==> src/rtl/alu_arbiter.sv <==
// -----------------------------------------------------------------------------
// alu_arbiter
//
// Shares one combinational ALU among NREQ requesters in the multi-cycle CPU.
// A round-robin search picks one pending request, the operands are registered,
// the ALU is enabled for a single cycle, and the registered result is returned
// to the granted requester over a valid/ready handshake.
//
// Ports:
//   clk, rst_n            clock; asynchronous active-low reset
//   req_valid/req_ready   per-requester request handshake (ready is one-hot)
//   req_op/req_a/req_b    packed per-requester op code and operands
//   rsp_valid/rsp_ready   per-requester response handshake (valid is one-hot)
//   rsp_data              registered ALU result, owner given by rsp_valid
//   alu_enable/op/a/b     drive the shared ALU
//   alu_ans               ALU result
//   busy                  high whenever a transaction is in flight
// -----------------------------------------------------------------------------
module alu_arbiter #(
   parameter int NREQ = 3
) (
   input  logic                 clk,
   input  logic                 rst_n,
   input  logic [NREQ-1:0]      req_valid,
   output logic [NREQ-1:0]      req_ready,
   input  logic [4*NREQ-1:0]    req_op,
   input  logic [32*NREQ-1:0]   req_a,
   input  logic [32*NREQ-1:0]   req_b,
   output logic [NREQ-1:0]      rsp_valid,
   input  logic [NREQ-1:0]      rsp_ready,
   output logic [31:0]          rsp_data,
   output logic                 alu_enable,
   output logic [3:0]           alu_op,
   output logic [31:0]          alu_a,
   output logic [31:0]          alu_b,
   input  logic [31:0]          alu_ans,
   output logic                 busy
);

   localparam int IW = (NREQ > 1) ? $clog2(NREQ) : 1;
   localparam logic [NREQ-1:0] ONE = NREQ'(1);

   typedef enum logic [1:0] {
      IDLE = 2'd0,
      EXEC = 2'd1,
      RESP = 2'd2
   } state_t;

   state_t          state, state_next;
   logic [IW-1:0]   ptr;      // requester searched first
   logic [IW-1:0]   gnt;      // requester owning the current transaction
   logic [IW-1:0]   sel;      // round-robin winner this cycle
   logic            found;
   logic [3:0]      op_r, sel_op;
   logic [31:0]     a_r, b_r, sel_a, sel_b;

   // Round-robin search: ptr, ptr+1, ... wrapping at NREQ.
   always_comb begin : search
      int idx;
      // NOTE: every signal written here gets a default first, so no path
      // leaves it unassigned and no latch is inferred.
      found = 1'b0;
      sel   = '0;
      idx   = 0;
      for (int i = 0; i < NREQ; i++) begin
         idx = int'(ptr) + i;
         if (idx >= NREQ) idx = idx - NREQ;
         if (!found && req_valid[idx[IW-1:0]]) begin
            found = 1'b1;
            sel   = idx[IW-1:0];
         end
      end
   end

   // Operand mux for the winner, using constant slices only.
   always_comb begin : operand_mux
      sel_op = '0;
      sel_a  = '0;
      sel_b  = '0;
      for (int i = 0; i < NREQ; i++) begin
         if (sel == IW'(i)) begin
            sel_op = req_op[4*i +: 4];
            sel_a  = req_a[32*i +: 32];
            sel_b  = req_b[32*i +: 32];
         end
      end
   end

   // Next state and handshake outputs. req_ready never looks at rsp_ready.
   always_comb begin : fsm_next
      state_next = state;
      req_ready  = '0;
      rsp_valid  = '0;
      alu_enable = 1'b0;
      case (state)
         IDLE: begin
            if (found) begin
               req_ready  = ONE << sel;
               state_next = EXEC;
            end
         end
         EXEC: begin
            alu_enable = 1'b1;
            state_next = RESP;
         end
         RESP: begin
            rsp_valid = ONE << gnt;
            if (rsp_ready[gnt]) state_next = IDLE;
         end
         default: state_next = IDLE;
      endcase
   end

   always_ff @(posedge clk or negedge rst_n) begin
      if (!rst_n) begin
         state    <= IDLE;
         ptr      <= '0;
         gnt      <= '0;
         // NOTE: operand and result registers are reset too, so the ALU
         // inputs and rsp_data read as zero immediately on reset.
         op_r     <= '0;
         a_r      <= '0;
         b_r      <= '0;
         rsp_data <= '0;
      end else begin
         // NOTE: non-blocking assignments so every register samples the
         // values from before this edge, independent of statement order.
         state <= state_next;
         if (state == IDLE && found) begin
            gnt  <= sel;
            op_r <= sel_op;
            a_r  <= sel_a;
            b_r  <= sel_b;
         end
         if (state == EXEC) rsp_data <= alu_ans;
         // The requester just served drops to lowest priority.
         if (state == RESP && rsp_ready[gnt])
            ptr <= (gnt == IW'(NREQ - 1)) ? '0 : gnt + 1'b1;
      end
   end

   assign alu_op = op_r;
   assign alu_a  = a_r;
   assign alu_b  = b_r;
   assign busy   = (state != IDLE);

endmodule

==> config.mk <==
export PLATFORM = sky130hd
export DESIGN_NAME = alu_arbiter
export DESIGN_NICKNAME = d
export VERILOG_FILES = /design/src/rtl/alu_arbiter.sv
export SDC_FILE = /design/constraint.sdc
export NUM_CORES = 1
export LEC_CHECK = 0
export ABC_AREA = 1
export CAP_MARGIN = 20
export CORE_AREA = 2 2 136 138
export CTS_CLUSTER_SIZE = 14
export DETAILED_ROUTE_END_ITERATION = 7
export DIE_AREA = 0 0 138 140
export MAX_ROUTING_LAYER = met4
export PLACE_DENSITY_LB_ADDON = 0.1
export SLEW_MARGIN = 20
export SYNTH_ARGS = -nofsm -noshare
export SYNTH_HDL_FRONTEND = slang
export SYNTH_SLANG_ARGS = --single-unit
==> constraint.sdc <==
create_clock -name clk -period 2.2 [get_ports clk]
set_input_delay 0.22 -clock clk [delete_from_list [all_inputs] [get_ports clk]]
set_output_delay 0.22 -clock clk [all_outputs]
set_load 0.01 [all_outputs]
Yosys cells after proc, flatten, opt, wreduce, memory -nomap -nowiden

Index checks and enable logic that the tools add are counted.

Add/sub/neg operators: 6
Mux-type cells: 34
$lt $le $gt $ge: 7
Shift-type cells: 2
Equal/unequal tests: 7
Reduce and logical (&&, ||, !) cells: 10

Operator list:

| kind                                                                                 | count |
|---|---|
| 32-bit two-way mux                                                                   | 6 |
| 2-bit two-way mux                                                                    | 9 |
| 2-bit by 3-bit less-than comparator with 1-bit output (second input constant)        | 4 |
| 4-bit two-way mux                                                                    | 3 |
| 3-bit two-way mux                                                                    | 3 |
| 1-bit binary-select mux with 2-bit select                                            | 4 |
| 1-bit two-way mux                                                                    | 8 |
| 2-bit == test (second input constant)                                                | 3 |
| 3-bit by 2-bit greater-or-equal comparator with 1-bit output (second input constant) | 2 |
| 2-bit one-hot mux with 3 select lines                                                | 1 |
| 1-bit by 2-bit << shifter with 3-bit output (first input constant)                   | 2 |
| 2-bit subtractor (second input constant)                                             | 3 |
| 2-bit by 1-bit == test with 1-bit output (second input constant)                     | 2 |
| 1-bit logical AND                                                                    | 4 |
| 2-bit logical NOT                                                                    | 2 |
| 2-bit != test (second input constant)                                                | 2 |
| 2-bit by 1-bit adder with 3-bit output (second input constant)                       | 1 |
| 2-bit by 2-bit adder with 3-bit output (second input constant)                       | 1 |
| 2-bit by 1-bit adder with 2-bit output (second input constant)                       | 1 |
| 2-bit greater-or-equal comparator (second input constant)                            | 1 |
| 1-bit logical NOT                                                                    | 2 |
| 2-bit AND reduction                                                                  | 1 |
| 2-bit nonzero test                                                                   | 1 |

Register bits after elaboration: 106
Word-level logic and storage cells: 73
Input port bits: 244

Depth between registers and ports, before layout

Depth in word-level cells: 15
Mapped depth: 16
Mapped depth without buffers: 14

Worst setup path after synthesis

OpenSTA, ideal clock, no wires.

Path type: flip-flop to output port
Start: reg ptr[0]
End: out req_ready[0]
Stages on the path, launching flop included: 15
Setup slack: 42 ps
Data arrival time: 1,938 ps
Cell sequence: dfrtp_1 > inv_1 > ha_1 > buf_4 > inv_2 > nand2_1 > nand3_1 > nand2_1 > nand2_1 > inv_1 > nand3_1 > nand2_1 > buf_2 > buf_2 > nor3_1

Cells in the longest elaborated chain, start to end: 14
Elaborated cells between the ends (all ways): 30
Those cells by class: 5 x add/sub; 3 x order compare; 1 x shift; 17 x mux; 4 x reduce/logical

RTL lines:

| element                                                                                         | RTL line | text |
|---|---|---|
| start, declared                                                                                 | 50       | `logic [IW-1:0] ptr;` |
| start signal, assigned                                                                          | 138      | `ptr <= (gnt == IW'(NREQ - 1)) ? '0 : gnt + 1'b1;` |
| parallel branches: the longest is 12 deep, another holds 2-bit by 1-bit adder with 3-bit output | -        |  |
| 3-bit two-way mux (*)                                                                           | 97       | `if (found) begin` |
| 3-bit two-way mux (*)                                                                           | 95       | `case (state)` |
| end, declared                                                                                   | 25       | `output logic [NREQ-1:0] req_ready,` |

Every way passes the cells marked *. The select of a mux whose other input is x is not followed.

Worst setup path after layout

Same ends and word-level chain as after synthesis.

==> results.sh <==
export IMPL_area_delta_synth_final_pct=75.8
export IMPL_io_pins=352
export IMPL_final_common_cell="nand2_1"
export IMPL_antenna_left=0
export IMPL_slew_limit_headroom_pct=64.0
export IMPL_ys_warn_count=0
export IMPL_syn_area_per_cell_um2=6.46
export IMPL_antennaDiodeCount=0
export IMPL_cts_buffers=9
export IMPL_drc=0
export IMPL_post_route_period_util_pct=101
export IMPL_rsz0062_at_grt="yes"
export IMPL_routedWlPerCell_um=15.0
export IMPL_grt_busiest_layer="met2"
export IMPL_cap_violations=0
export IMPL_finalNetCount=1548
export IMPL_cp_max_fo=6
export IMPL_cp_data_required_time_ns=1.98
export IMPL_finClkSkew_ns=0.0120
export IMPL_vias_per_cell=4.51
export IMPL_crit_type="reg2out"
export IMPL_ys_ff_latch=106
export IMPL_synth_seq_area_share_pct=43.6
export IMPL_drtIter0Drc=368
export IMPL_hold_violations=0
export IMPL_cts_max_level=3
export IMPL_peakVddDrop_uv=547
export IMPL_start_util_pct=34.2
export IMPL_antenna_found_initial=0
export IMPL_place_gp_congestion=0.851
export IMPL_drive_gt1_share_pct=8.05
export IMPL_grt_max_degree=59
export IMPL_syn_instance_count=942
export IMPL_multi_input_area_um2=3010
export IMPL_synth_top_cell_area_share_pct=43.6
export IMPL_hpwlAfterDp_um=16300
export IMPL_grt_use_met3_pct=5.81
export IMPL_core_area_um2=17800
export IMPL_clkSinkCount=106
export IMPL_cp_startpoint="ptr[0]"
export IMPL_first_global_vias=6669
export IMPL_drt_pass1_iterations=4
export IMPL_path_clk_slew_ns=0.08
export IMPL_failed_checks="negative setup slack"
export IMPL_power_leakage_uw=0.00544
export IMPL_cts_buffer_depth=2
export IMPL_r2r_start="ptr[1]"
export IMPL_startpoint_type="flip-flop"
export IMPL_min_path_type="in2async"
export IMPL_fmax_mhz=452
export IMPL_ys_top_cells_by_area="dfrtp_1, nand2_1, nand3_1, nor2_1, inv_1"
export IMPL_fin_hold_ws_ns=0.268
export IMPL_die_area_um2=19300
export IMPL_routed_wl_um=23000
export IMPL_die_h_um=140
export IMPL_min_period_ns=2.21
export IMPL_gr_usage_met2_pct=38.3
export IMPL_outcome="complete, but fails checks"
export IMPL_setup_violations=1
export IMPL_seq_area_um2=2650
export IMPL_tritoncts="built"
export IMPL_fin_ws_ns=-0.0125
export IMPL_yosys_cell_types_count=20
export IMPL_root_buffer="clkbuf_16"
export IMPL_syn_num_nets=1190
export IMPL_syn_area_um2=6090
export IMPL_clk_latency_ns=0.36
export IMPL_power_density_nw_per_um2=419
export IMPL_fp_row_count=49
export IMPL_tightest_slew_ns=0.538
export IMPL_fillers=1662
export IMPL_layout_common_cells="nand2_1, clkdlybuf4s50_1, dfrtp_1"
export IMPL_gr_total_overflow=0
export IMPL_num_vias=6921
export IMPL_slew_violations=0
export IMPL_dieWidth_um=138
export IMPL_place_ws_ns=-0.166
export IMPL_use_met1_pct=29.3
export IMPL_grt_usage_pct=23.5
export IMPL_io_buffers=351
export IMPL_grt_pass1_wl_um=35400
export IMPL_yosysTopAreaCell="dfrtp_1"
export IMPL_arrival_ns=1.99
export IMPL_crit_path_end_kind="output port"
-- metrics by stage --
stage          TNS (ns)  instance area, um^2  cells  utilization, %  total power (uW)
6_report        -0.0125                10700   1534            60.2              4480
5_1_grt           -3.41                10700   1534            60.2              4680
4_1_cts               0                10300   1523            58.2              4480
3_5_place_dp      -5.47                 9960   1503            56.0              2770
3_3_place_gp      -3.42                 9960   1503            56.0              2770
2_1_floorplan         0                 6090    942               -              2220
-- path summary, 6_finish.rpt --
check / to / slack [ns] / cells past startpoint
max: req_ready[0] / -0.01 / 10
min: alu_a[10] / 0.27 / 2
max reg2reg: alu_a[24] / 0.02 / 11
min reg2reg: alu_b[7] / 0.48 / 2
max in group asynchronous: alu_b[20] / 1.20 / 3
min in group clk: rsp_data[24] / 0.38 / 3
-- metal layers --
layer	wire length [um]	up-vias
met5	0	-
met4	327	0
met3	1890	23
met2	11000	268
met1	9810	3079
li1	-	3551
-- kinds of logic after synthesis --
logic type,Yosys count,share of synthesized area [%]
buf+inv,125,9.38
flops,106,43.6
fa+ha+maj,4,0.822
compound gates,12,1.27
simple gates,695,44.9
-- Yosys cell counts --
library cell / count
o21bai_1: 4
nor2_2: 2
buf_2: 27
nor2_1: 101
ha_1: 4
nand2_1: 498
o21ai_0: 5
buf_1: 2
clkbuf_1: 6
o21ai_1: 2
dfrtp_1: 106
a31oi_2: 1
buf_4: 12
buf_6: 3
nand2_2: 2
inv_1: 73
nor3_1: 3
nand4_1: 1
nand3_1: 88
inv_2: 2
-- final cells by class --
cell class	count	share of cell area, %
well taps	229	2.68
clock buffers	9	2.11
clock inverters	7	0.830
repair buffers	397	38.7
flip-flops and latches	106	24.8
inverters	75	2.68
multi-input cells	711	28.2
-- power by group --
part,internal [uW],switching (uW),total (uW)
Combinational,532,315,847
Clock,824,865,1690
Sequential,1950,0,1950
Total,3300,1180,4480
-- registers in the layout, summed over array words and instances (netlist names) --
register  flops
rsp_data     32
alu_a        32
ptr           2
gnt           2
alu_b        32
state         2
alu_op        4
-- worst max-delay path, stage by stage (launching register included) --
cell and delay [ns]:
dfrtp_1 0.40, buf_6 0.14, ha_4 0.18, o21ai_2 0.20, nand2_4 0.10, nand3_2 0.09, nand2_2 0.06, inv_2 0.06
nand2_4 0.07, nor3_2 0.17, buf_2 0.16
-- timing repair --
action                                 CTS  global route
pin swaps                                4            12
hold buffers                             1             0
gates resized for setup                 28            41
setup endpoints to repair               71            71
setup buffers                            3             6
endpoints found under the hold margin   16             0
gates cloned                             0             6
Note: power is estimated with default switching activity, not from simulation.
